[src/rtl/memory_arbiter.sv]
// Two-requester memory arbiter: instruction and data caches share one RAM port.
// Conflicts are resolved by alternating on the requester that last completed.
module memory_arbiter (
   input  logic        CLK,
   input  logic        nRST,
   input  logic        iREN,
   input  logic [31:0] iaddr,
   output logic        iwait,
   output logic [31:0] iload,
   input  logic        dREN,
   input  logic        dWEN,
   input  logic [31:0] daddr,
   input  logic [31:0] dstore,
   output logic        dwait,
   output logic [31:0] dload,
   output logic        ramREN,
   output logic        ramWEN,
   output logic [31:0] ramaddr,
   output logic [31:0] ramstore,
   input  logic [31:0] ramload,
   input  logic [1:0]  ramstate
);
   // state  | meaning
   // IDLE   | no owner; arbitrate pending requests
   // DGRANT | data cache owns the RAM until ACCESS or withdraw
   // IGRANT | instruction cache owns the RAM until ACCESS or withdraw
   typedef enum logic [1:0] {IDLE, DGRANT, IGRANT} state_t;

   localparam logic [1:0] RAM_ACCESS = 2'd2;
   localparam logic GRANT_I = 1'b0;
   localparam logic GRANT_D = 1'b1;

   state_t state;
   logic   last_grant;
   logic   d_req;
   logic   access;

   assign d_req  = dREN | dWEN;
   assign access = (ramstate == RAM_ACCESS);

   always_ff @(posedge CLK or negedge nRST) begin
      if (!nRST) begin
         state      <= IDLE;
         last_grant <= GRANT_I;
      end else begin
         case (state)
            IDLE: begin
               if (d_req && (!iREN || last_grant == GRANT_I))
                  state <= DGRANT;
               else if (iREN && (!d_req || last_grant == GRANT_D))
                  state <= IGRANT;
            end
            DGRANT: begin
               // a withdrawn request never counts as a completion
               if (!d_req) begin
                  state <= IDLE;
               end else if (access) begin
                  state      <= IDLE;
                  last_grant <= GRANT_D;
               end
            end
            IGRANT: begin
               if (!iREN) begin
                  state <= IDLE;
               end else if (access) begin
                  state      <= IDLE;
                  last_grant <= GRANT_I;
               end
            end
            default: state <= IDLE;
         endcase
      end
   end

   always_comb begin
      ramREN   = 1'b0;
      ramWEN   = 1'b0;
      ramaddr  = '0;
      ramstore = '0;
      iwait    = 1'b1;
      dwait    = 1'b1;
      iload    = '0;
      dload    = '0;
      case (state)
         DGRANT: begin
            ramaddr  = daddr;
            ramstore = dstore;
            ramWEN   = dWEN;
            ramREN   = dREN & ~dWEN;
            if (d_req && access) begin
               dwait = 1'b0;
               if (!dWEN)
                  dload = ramload;
            end
         end
         IGRANT: begin
            ramaddr = iaddr;
            ramREN  = iREN;
            if (iREN && access) begin
               iwait = 1'b0;
               iload = ramload;
            end
         end
         default: ;
      endcase
   end
endmodule

[config.mk]
export PLATFORM = sky130hd
export DESIGN_NAME = memory_arbiter
export DESIGN_NICKNAME = d
export VERILOG_FILES = /design/src/rtl/memory_arbiter.sv
export SDC_FILE = /design/constraint.sdc
export NUM_CORES = 1
export LEC_CHECK = 0
export CELL_PAD_IN_SITES_DETAIL_PLACEMENT = 1
export CELL_PAD_IN_SITES_GLOBAL_PLACEMENT = 1
export CORE_ASPECT_RATIO = 0.75
export CORE_MARGIN = 3
export CORE_UTILIZATION = 11
export CTS_BUF_LIST = sky130_fd_sc_hd__clkbuf_16
export DETAILED_ROUTE_END_ITERATION = 7
export GPL_TIMING_DRIVEN = 0
export PLACE_DENSITY_LB_ADDON = 0.25
export SETUP_SLACK_MARGIN = 0.2
export SKIP_CTS_REPAIR_TIMING = 1
export SYNTH_ARGS = -nofsm -noshare
export SYNTH_HDL_FRONTEND = slang
export SYNTH_SLANG_ARGS = --single-unit
[constraint.sdc]
create_clock -name CLK -period 2.5 [get_ports CLK]
set_clock_uncertainty 0.1 [all_clocks]
set_input_delay 0.75 -clock CLK [delete_from_list [all_inputs] [get_ports CLK]]
set_output_delay 0.75 -clock CLK [all_outputs]
set_load 0.03 [all_outputs]
# Word level (Yosys, flattened, before mapping)

Cells that the tools add are included.

Word-level logic and storage cells: 49
Memories kept: 0
ROM bits: 0
Register bits after elaboration: 3
Output and inout bits: 132
Bits of input ports: 135
Latch bits: 0
Bits in writable memories: 0

Equality and inequality tests: 8
Multipliers: 0
$lt $le $gt $ge: 0
Multiplexer cells: 24
Bitwise logic cells: 4
Add/sub/neg operators: 0
Reductions and logical operators: 11
Div/mod/pow operators: 0
Shift operators: 0

Operators by type and width:

| operator                                             | number |
|---|---|
| two-way mux 32 bit                                   | 6 |
| one-hot mux 32 bit (2 select lines)                  | 1 |
| two-way mux 2 bit                                    | 5 |
| two-way mux 1 bit                                    | 9 |
| != test 2 bit (second input constant)                | 4 |
| one-hot mux 2 bit (3 select lines)                   | 1 |
| AND reduction 5 bit                                  | 1 |
| equality test 2 bit (second input constant)          | 2 |
| logical AND 1 bit                                    | 4 |
| one-hot mux 1 bit (2 select lines)                   | 2 |
| != test 3 bit (second input constant)                | 1 |
| equality test 2 x 1 -> 1 bit (second input constant) | 1 |
| logical NOT 1 bit                                    | 2 |
| logical NOT 2 bit                                    | 1 |
| logical OR 1 bit                                     | 2 |
| NOT 1 bit                                            | 2 |
| nonzero test 2 bit                                   | 1 |
| bitwise AND 1 bit                                    | 1 |
| bitwise OR 1 bit                                     | 1 |

# Longest topological paths before layout

Word-level depth: 7
Gate-level depth with buffers: 7
Gate-level depth less buffers: 5

# Least setup slack after synthesis

OpenSTA, ideal clock, no wires.

Path kind: register to output
From: register state[0]
To: output port ramREN
Data arrival time: 1.676 ns
Data required time: 1.650 ns
Cell stages (with the launch flop): 7
Slack: -0.026 ns
Path through: dfrtp_1 inv_1 ha_1 buf_6 buf_2 nand2_1 a21boi_0

Cells in the longest elaborated chain, start to end: 2
Elaborated cells on any way between the ends: 3

Ends and longest elaborated chain:

| item                                                                | RTL line | source |
|---|---|---|
| start: declaration                                                  | 33       | `state_t state;` |
| start signal: assignment                                            | 43       | `state <= IDLE;` |
| start signal: assignment                                            | 49       | `state <= DGRANT;` |
| start signal: assignment                                            | 51       | `state <= IGRANT;` |
| equality test 2 bit or equality test 2 x 1 -> 1 bit (tied branches) | 84       | `case (state)` |
| one-hot mux 1 bit (2 select lines) *                                | 84       |  |
| end: declaration                                                    | 16       | `output logic ramREN,` |

Every way passes the cells marked *; elsewhere a longest branch is shown, timed or not.

# Worst setup path after layout

From: input port dWEN
To: output port dload[17]

Cells in the longest elaborated chain, start to end: 4
Elaborated cells on any way between the ends: 5

Ends and longest elaborated chain:

| item                 | RTL line | source |
|---|---|---|
| start: declaration   | 11       | `input logic dWEN,` |
| bitwise OR 1 bit     | 38       | `assign d_req = dREN \| dWEN;` |
| logical AND 1 bit    | 90       | `if (d_req && access) begin` |
| two-way mux 32 bit * | 90       |  |
| two-way mux 32 bit * | 84       |  |
| end: declaration     | 15       | `output logic [31:0] dload,` |

Marked as above.

==> summary.md <==
The checks that failed: negative setup slack. STA puts the critical path data arrival time at 1.82 ns. The clock sink total was 3. The flow ran to the end, but the final reports show violations. The standard-cell row count is 35, and the total core area is 12700 sq um. IR analysis of the VDD net gives a maximum drop of 270 uV. Cells with a size suffix above 1 make up 55.8% of the layout.

After global routing the overflow that remains totals 0. TritonCTS built the clock tree. The worst hold path belongs to the class reg -> reg. At the pin with the least slew margin, the transition time is 0.419 ns. Counting tap cells, the placed design contains a total of 649 instances. Measured against its own limit, the worst slew margin works out to 71.6%.

The worst setup path is of the in -> out kind. The average instance in the mapped netlist occupies 6.76 sq um. Along the worst path, the maximum fanout reaches 8. Final instance count without filler cells: 666. Summing the sequential cell areas from Yosys gives 5.12% of the chip area. The floorplan die area was 14800 sq um; the flip-flop and latch count after synthesis was 3. The number of global-route vias before repair was 2841; the number of optimization iterations in the first detailed-route pass was 4.

For this block, the via count after detailed routing is 2701. Area of the mapped netlist: 1470 sq um. Once the floorplan was initialized, standard cells occupied 11.6% of the core. The area growth from synthesis to layout is 220%.

The logs give -1.11 ns for the worst slack at placement and 12.7% for the overall global routing resource usage. Setup violations remaining at the end of the flow were counted as 116. Setup repair after global routing could not meet its margin everywhere. The worst path uses 107% of the clock period. The maximum number of pins on one net before global-route repair was 11. Routability-driven placement finished with a final weighted congestion of 0.791. The boundary pin count came out at 267.

The die width came out at 139 microns. The run gives 3 as the clock buffer count from CTS. After synthesis, the cell types taking the most area are and2_1 (42%), a22oi_1 (16%), nor2b_1 (14%). Yosys mapped the design onto 26 distinct sky130hd cell types.

The count of max-cap constraint violations was 0. Power spread over the standard cell area amounts to 684 nW/um^2. For this run, the post-layout net count is 640. The top cell type by area accounts for 41.8% of the synthesized area. The first global-routing pass estimated 15400 microns of wire. Number of antenna violations at the first check in global routing: 0. The clock-pin slew on the worst setup and hold paths came out at 0.03 ns. For this block, the initial DRC count from the detailed router was 53. Data on the critical path is required at its endpoint by 1.65 ns. The number of H-tree levels is 1, and the vertical die dimension is 106 microns. Post-detailed-placement half-perimeter wirelength: 9000 microns.

The analysis attributes to cell leakage a power of 0.00212 uW. After detailed routing, the number of remaining DRC violations is 0. Timing would allow up to 375 MHz. Synthesis produced a netlist with a net count of 356. STA classifies the critical path startpoint as an input pin. The routed design could run at a clock period as short as 2.67 ns.

Synthesis produced a netlist whose cell count is 217. The setup slack after layout is -0.169 ns. The root buffer cell chosen for the clock tree is clkbuf_16. Using the TritonRoute via totals, the vias-per-cell ratio works out to 4.06. The port buffer count works out to 266. The overall routed net length is 10800 microns, and the clock network latency to the later pin of the worst-skew pair is 0.22 ns.

During synthesis, Yosys emitted a total of 0 warnings. The run gives 0 as the final hold violation count. The tools report the largest buffer count on any clock path as 2. The count of pins over their slew limit came out at 0. The largest total area in the synthesized netlist belongs to and2_1. The count of nets left with antenna violations once routing finished came out at 0. The repair_antennas step left the layout with diodes totalling 0. Endpoint type of the worst setup path: a primary output. Dividing the detail-routed wire length by the instance count gives 16.2 microns.
worst max-delay path, cell delays in order:
cell	delay, ns
clkbuf_2	0.13
nand3b_1	0.23
nor2_4	0.16
buf_12	0.15
clkbuf_16	0.14
and2_4	0.13
buf_6	0.12
cells in the final DEF, fill, tap and decap left out, drive strengths merged:
cell	count
clkdlybuf4s50	129
buf	107
and2	98
clkbuf	63
nor2b	33
a22oi	32
inv	5
nand2	4
ha	4
dlymetal6s2s	3
dfrtp	3
nand3b	2
o2111ai	2
nand3	2
and4b	2
nand2b	2
nor2	2
a21boi	1
o21a	1
o211ai	1
nor4b	1
or3b	1
o31ai	1
a22o	1
power by group:
part | leakage, uW | switching [uW] | total [uW] | internal (uW)
Clock | 0.0000423 | 40.8 | 247 | 206
Sequential | 0.0000331 | 34.8 | 109 | 73.9
Combinational | 0.00204 | 1630 | 2860 | 1220
synthesized netlist by cell type (all sizes together):
master	number
a22oi	32
nand2	4
dfrtp	3
o31ai	1
nand3b	2
o211ai	1
nand3	2
ha	4
inv	4
and2	98
clkbuf	7
or3b	1
buf	14
and4b	1
nand2b	2
a22o	1
nor4b	1
o2111ai	2
o21a	1
a21boi	1
nor2b	33
nor2	2
sequential cells by signal, indices dropped and copies added (netlist names):
register	cells
last_grant	1
state	2
layout make-up:
cell class,count,area [sq um]
tap,166,208
fill,1505,7960
inverter,4,17.5
sequential,3,77.6
clock buffer,3,75.1
timing repair buffer,278,2600
multi-input combinational,190,1520
buffer,21,191
clock inverter,1,3.75
per-layer routing:
layer | GRT usage (%) | up-vias | routed length (microns)
li1 | - | 1290 | -
met1 | 13.9 | 1263 | 4140
met2 | 25.3 | 140 | 5840
met3 | 2.43 | 8 | 682
met4 | 2.16 | 0 | 112
met5 | 0 | - | 0
path summary, 6_finish.rpt:
path,from,end,slack (ns),cells past startpoint
max,dWEN,dload[17],-0.17,7
min,last_grant,last_grant,0.48,1
max reg2reg,state[0],last_grant,0.78,7
min reg2reg,last_grant,last_grant,0.48,1
max in group asynchronous,nRST,state[1],1.53,1
min in group asynchronous,nRST,state[0],0.61,1
cell families (layout without fill, tap and decap cells):
kind of cell    after synthesis  after routing  synth area share (%)
simple gates                146            147                  62.2
compound gates               39             39                  20.2
buf+inv                      25            307                  9.04
fa+ha+maj                     4              4                  3.41
flops                         3              3                  5.11
metrics by stage:
step                      utilization (%)  TNS [ns]  area (sq um)  hold slack [ns]  total power (uW)
final                                37.1     -8.06          4690            0.480              3210
after global routing                 37.1    -19.78          4690            0.496              3450
after CTS                            36.1   -116.61          4570            0.489              3330
after detailed placement             35.5   -100.89          4500            0.478              3060
after global placement               35.5    -98.75          4500            0.483              3030
after floorplan                         -         0          1630            0.354              1850
No activity file was read; power rests on OpenSTA's default activity.
